**src/rtl/instruction_fetch_controller.sv**
```systemverilog
// -----------------------------------------------------------------------------
// instruction_fetch_controller
//
// Keeps a program counter, reads one word per cycle from a combinational
// instruction ROM, and queues {pc, instruction} pairs in a small FIFO that the
// decode stage drains with a valid/ready handshake. A redirect reloads the PC
// and flushes the FIFO. Halt freezes fetching while decode keeps draining.
//
// Parameters
//   RESET_PC  PC loaded on reset (word aligned)
//   DEPTH     FIFO entries, 2 or 4
//
// Ports
//   Clock            rising-edge clock
//   ResetN           asynchronous active-low reset
//   ImemAddress      fetch address to the ROM (the PC)
//   ImemInstruction  ROM data for ImemAddress, same cycle
//   InstrValid       FIFO head holds an instruction
//   InstrReady       decode accepts the head this cycle
//   Instruction      head instruction word (0 when empty)
//   InstrPc          head instruction address (0 when empty)
//   RedirectValid    one-cycle redirect pulse
//   RedirectTarget   redirect destination
//   Halt             suspend fetching while high
//   BufCount         occupied FIFO entries, 0..DEPTH
// -----------------------------------------------------------------------------
module instruction_fetch_controller #(
    parameter logic [31:0] RESET_PC = 32'h0000_0000,
    parameter int          DEPTH    = 2
) (
    input  logic        Clock,
    input  logic        ResetN,
    output logic [31:0] ImemAddress,
    input  logic [31:0] ImemInstruction,
    output logic        InstrValid,
    input  logic        InstrReady,
    output logic [31:0] Instruction,
    output logic [31:0] InstrPc,
    input  logic        RedirectValid,
    input  logic [31:0] RedirectTarget,
    input  logic        Halt,
    output logic [2:0]  BufCount
);

    // DEPTH is a power of two, so the pointers wrap modulo DEPTH naturally.
    localparam int         PTR_W     = (DEPTH == 4) ? 2 : 1;
    localparam logic [2:0] DEPTH_CNT = 3'(DEPTH);

    generate
        if (!(DEPTH == 2 || DEPTH == 4)) begin : g_bad_depth
            $error("instruction_fetch_controller: DEPTH must be 2 or 4");
        end
    endgenerate

    logic [31:0]      pc_reg, pc_next;
    logic [PTR_W-1:0] head_reg, head_next;
    logic [PTR_W-1:0] tail_reg, tail_next;
    logic [2:0]       count_reg, count_next;

    // Entry storage needs no reset: it is only visible while count_reg > 0,
    // and every visible entry has been written by a push first.
    logic [31:0] instr_mem [DEPTH];
    logic [31:0] addr_mem  [DEPTH];

    logic pop;
    logic push;

    // A pop alongside a redirect still counts as delivered; the flush
    // below simply discards whatever remains.
    assign pop  = (count_reg != 3'd0) && InstrReady;
    // A pop frees a slot in the same cycle, so a full FIFO can still accept.
    assign push = !RedirectValid && !Halt && ((count_reg < DEPTH_CNT) || pop);

    always_comb begin
        pc_next    = pc_reg;
        head_next  = head_reg;
        tail_next  = tail_reg;
        count_next = count_reg;
        if (RedirectValid) begin
            pc_next    = {RedirectTarget[31:2], 2'b00};
            head_next  = '0;
            tail_next  = '0;
            count_next = 3'd0;
        end else begin
            if (push) begin
                pc_next   = pc_reg + 32'd4;
                tail_next = tail_reg + PTR_W'(1);
            end
            if (pop) begin
                head_next = head_reg + PTR_W'(1);
            end
            case ({push, pop})
                2'b10:   count_next = count_reg + 3'd1;
                2'b01:   count_next = count_reg - 3'd1;
                default: count_next = count_reg;
            endcase
        end
    end

    always_ff @(posedge Clock or negedge ResetN) begin
        if (!ResetN) begin
            pc_reg    <= RESET_PC;
            head_reg  <= '0;
            tail_reg  <= '0;
            count_reg <= 3'd0;
        end else begin
            pc_reg    <= pc_next;
            head_reg  <= head_next;
            tail_reg  <= tail_next;
            count_reg <= count_next;
        end
    end

    always_ff @(posedge Clock) begin
        if (push) begin
            instr_mem[tail_reg] <= ImemInstruction;
            addr_mem[tail_reg]  <= pc_reg;
        end
    end

    assign ImemAddress = pc_reg;
    assign BufCount    = count_reg;
    assign InstrValid  = (count_reg != 3'd0);
    assign Instruction = InstrValid ? instr_mem[head_reg] : 32'h0;
    assign InstrPc     = InstrValid ? addr_mem[head_reg]  : 32'h0;

endmodule

```
**config.mk**
```make
export PLATFORM = sky130hd
export DESIGN_NAME = instruction_fetch_controller
export DESIGN_NICKNAME = d
export VERILOG_FILES = /design/src/rtl/instruction_fetch_controller.sv
export SDC_FILE = /design/constraint.sdc
export NUM_CORES = 1
export LEC_CHECK = 0
export BUFFER_PORTS_ARGS = -buffer_cell sky130_fd_sc_hd__buf_2
export CORE_MARGIN = 4
export CORE_UTILIZATION = 57
export DETAILED_ROUTE_END_ITERATION = 10
export PLACE_DENSITY = 0.85
export SKIP_CTS_REPAIR_TIMING = 1
export SLEW_MARGIN = 20
export SYNTH_ARGS = -nofsm -noshare
export SYNTH_HDL_FRONTEND = slang
export SYNTH_SLANG_ARGS = --single-unit
export TNS_END_PERCENT = 1
```
**constraint.sdc**
```tcl
create_clock -name Clock -period 9.1 [get_ports Clock]
set_input_delay 1.365 -clock Clock [delete_from_list [all_inputs] [get_ports Clock]]
set_output_delay 1.365 -clock Clock [all_outputs]
set_load 0.02 [all_outputs]
```
==> results.cfg <==
[timing]
post-route-period-util_pct = 43.8
rsz0062_at_grt = false
fin_hold_ws_ps = 570
final_max_slew_viol_count = 0
tightest_slew_ps = 1120
post-route-min-period_ps = 3990
hold_viol = 0
relSlewSlack_pct = 25.4
setup_viol = 0
final.setup_skew_ps = 7.94
timing.final.ws_setup_ps = 5110
fmax_ghz = 0.251
tns_ps = 0

[hold_path]
min_from = ImemAddress[15]
whs_path_depth = 0
hold_path.class = reg -> reg
hold_end = addr_mem[0][15]

[job]
drv_cap = 0

[place]
dp.cells = 793
dp_slack_ps = 4670
gp_congestion = 0.890
hpwl_um = 9840
port-buffer-count = 162
place_area_mm2 = 0.00769

[power_and_ir_drop]
p_switching_mw = 0.626
leakage_nw = 3.31
p_comb_share_pct = 20.9
p_int_mw = 1.44
seqPwrFrac_pct = 44.5
irDropWorstVdd_mv = 0.135
power_density_mw_per_mm2 = 249
finalPower_mw = 2.07
clock_power_share_pct = 34.7
sw_frac_of_total_pct = 30.2

[critical_path]
r2r-end = addr_mem[1][28]
worst_r2r_path_depth = 4
crit_arrival_ps = 4040
cp-end-kind = register
critPathMaxFanout = 42
cp_slowest_cell = nor2_1
path_cells = buf_2 > or2_2 > nor2_1 > and2_2 > buf_4
cp.required_ps = 9150
path_class = in -> reg
startpoint_type = primary input
cpPeakStageDelay_ps = 730
regToRegSetupSlack_ps = 5910
reg2reg_from = BufCount[1]

[logic_synthesis]
synth_top_area_share_pct = 54.9
synth_seq_cells = 159
synth_edf_count = 124
synth.distinct_cells = 54
synth_area_mm2 = 0.00678
synth_area_leaders = edfxtp_1, dfrtp_1, mux2i_1
async_reset_ff_share_pct = 22.0
yosys.area.top_type = edfxtp_1
yosys_warnings = 0
yosysSeqAreaShare_pct = 67.8
synthFlopType = edfxtp_1
synth.avg_cell_area_um2 = 13.3
netlist_instances = 510

[global_routing]
track_usage_pct = 22.3
grt_max_degree = 64
grt_remaining_overflow = 0
antenna_found_initial = 0
grt_pass1_vias = 4553
grt_pass1_wl_um = 23200

[clock_tree]
root_buffer = clkbuf_16
clock-sinks = 159
cts_buffers = 17
cts_buffer_depth = 2
tritoncts = done
clkTransAtPathRegs_ps = 60
htree_num_levels = 4
clkLatencyLatePin_ps = 410

[final_layout]
seqCellArea_mm2 = 0.00460
top_register = instr_mem
n_antenna_cell = 0
final_nets = 740
final_util_pct = 72.1
fin_area_mm2 = 0.00830
area_growth_pct = 22.4
drive_gt1_share_pct = 30.5
fillerInstances = 777
largest_reg_flops = 64
multiInputGateArea_mm2 = 0.00204
final_cells = 825

[die]
dieArea_mm2 = 0.0137
start_util_pct = 58.9
die_w_um = 117
ios = 169
placeableCoreArea_mm2 = 0.0115
rows = 39
die_y_um = 117

[detailed_routing]
detail-route-antenna-nets = 0
drcViolationCount = 0
vias_per_cell = 5.82
drt_wl_total_um = 15000
drtIter0Drc = 406
drt_pass1_iterations = 6
wire_per_inst_um = 18.2
route.vias.total = 4801

[outcome]
status = finished, final reports clean
[cell usage after synthesis, drive strengths merged, types with 2 or more instances]
library cell	number
a211o	2
o211ai	12
nor2b	2
nand2	45
and2	3
or3	3
and4	2
nand3	26
nor2	76
and3	2
dfrtp	35
or4	2
o21ai	4
nor4	3
mux2i	66
nand4	11
a21oi	6
o311ai	15
buf	8
edfxtp	124
nand2b	2
nor3	9
a21o	2
inv	6
clkbuf	22
[layout make-up]
class / instances / share of cell area [%]
clock buffers: 20 / 5.38
clock inverters: 12 / 1.94
multi-input cells: 318 / 24.6
inverters: 6 / 0.271
flip-flops and latches: 159 / 55.4
well taps: 143 / 2.16
repair buffers: 167 / 10.2
[how the worst max path moves through the flow]
stage,startpoint,end,slack (ps)
after floorplan,Halt,addr_mem[0][10],4140
after global placement,RedirectValid,addr_mem[1][29],4710
after detailed placement,RedirectValid,addr_mem[1][25],4670
after CTS,RedirectValid,addr_mem[1][18],5130
after global routing,RedirectValid,addr_mem[1][31],4890
final,RedirectValid,addr_mem[1][28],5110
[cell families (layout without fill, tap and decap cells)]
family | count (synthesis) | after routing | share of synthesized area (%)
and+or+nand+nor | 191 | 191 | 13.2
muxes | 66 | 66 | 9.74
xor gates and xnor gates | 1 | 1 | 0.129
other | 1 | 4 | 0.0553
adders and majority gates | 2 | 2 | 0.480
DFF | 159 | 159 | 67.8
AOI/OAI and AO/OA | 54 | 54 | 6.07
buffers and inverters | 36 | 205 | 2.45
[power groups by stage]
stage | sequential [mW] | clock [mW] | combinational, mW
after CTS | 0.921 | 0.729 | 0.438
after detailed placement | 0.935 | 0 | 0.436
after floorplan | 0.910 | 0 | 0.298
after global routing | 0.930 | 0.768 | 0.469
final | 0.920 | 0.717 | 0.431
after global placement | 0.931 | 0 | 0.428
[metal layers]
| metal | vias to the layer above | share of wire [%] | global-route usage, % |
|---|---|---|---|
| li1 | 2228 | - | - |
| met1 | 2342 | 41 | 29.3 |
| met2 | 218 | 51 | 37.0 |
| met3 | 13 | 7.4 | 5.45 |
| met4 | 0 | 1.0 | 6.88 |
| met5 | - | 0 | 0 |
[cells in the final DEF, fill, tap and decap left out, types with 2 or more instances in the layout]
cell type     n
a211o_1       2
a21o_1        2
a21oi_1       6
and2_1        2
and3_1        2
and4_1        2
buf_2       162
buf_4         5
bufinv_16     3
clkbuf_1      2
clkbuf_16    17
clkinv_4      4
clkinvlp_4    3
conb_1        4
dfrtp_1      34
edfxtp_1    124
inv_1         6
mux2i_1      66
nand2_1      45
nand2b_1      2
nand3_1      26
nand4_1      11
nor2_1       75
nor2b_1       2
nor3_1        6
nor3_4        2
nor4_1        2
o211ai_1     12
o21ai_0       4
o311ai_0     15
or3_1         3
[critical path: cells and delay by family]
family | cells | cell delay [ps]
AND/OR/NAND/NOR | 3 | 1730
buffers and inverters | 2 | 900
Power figures use the tool's default switching activity.
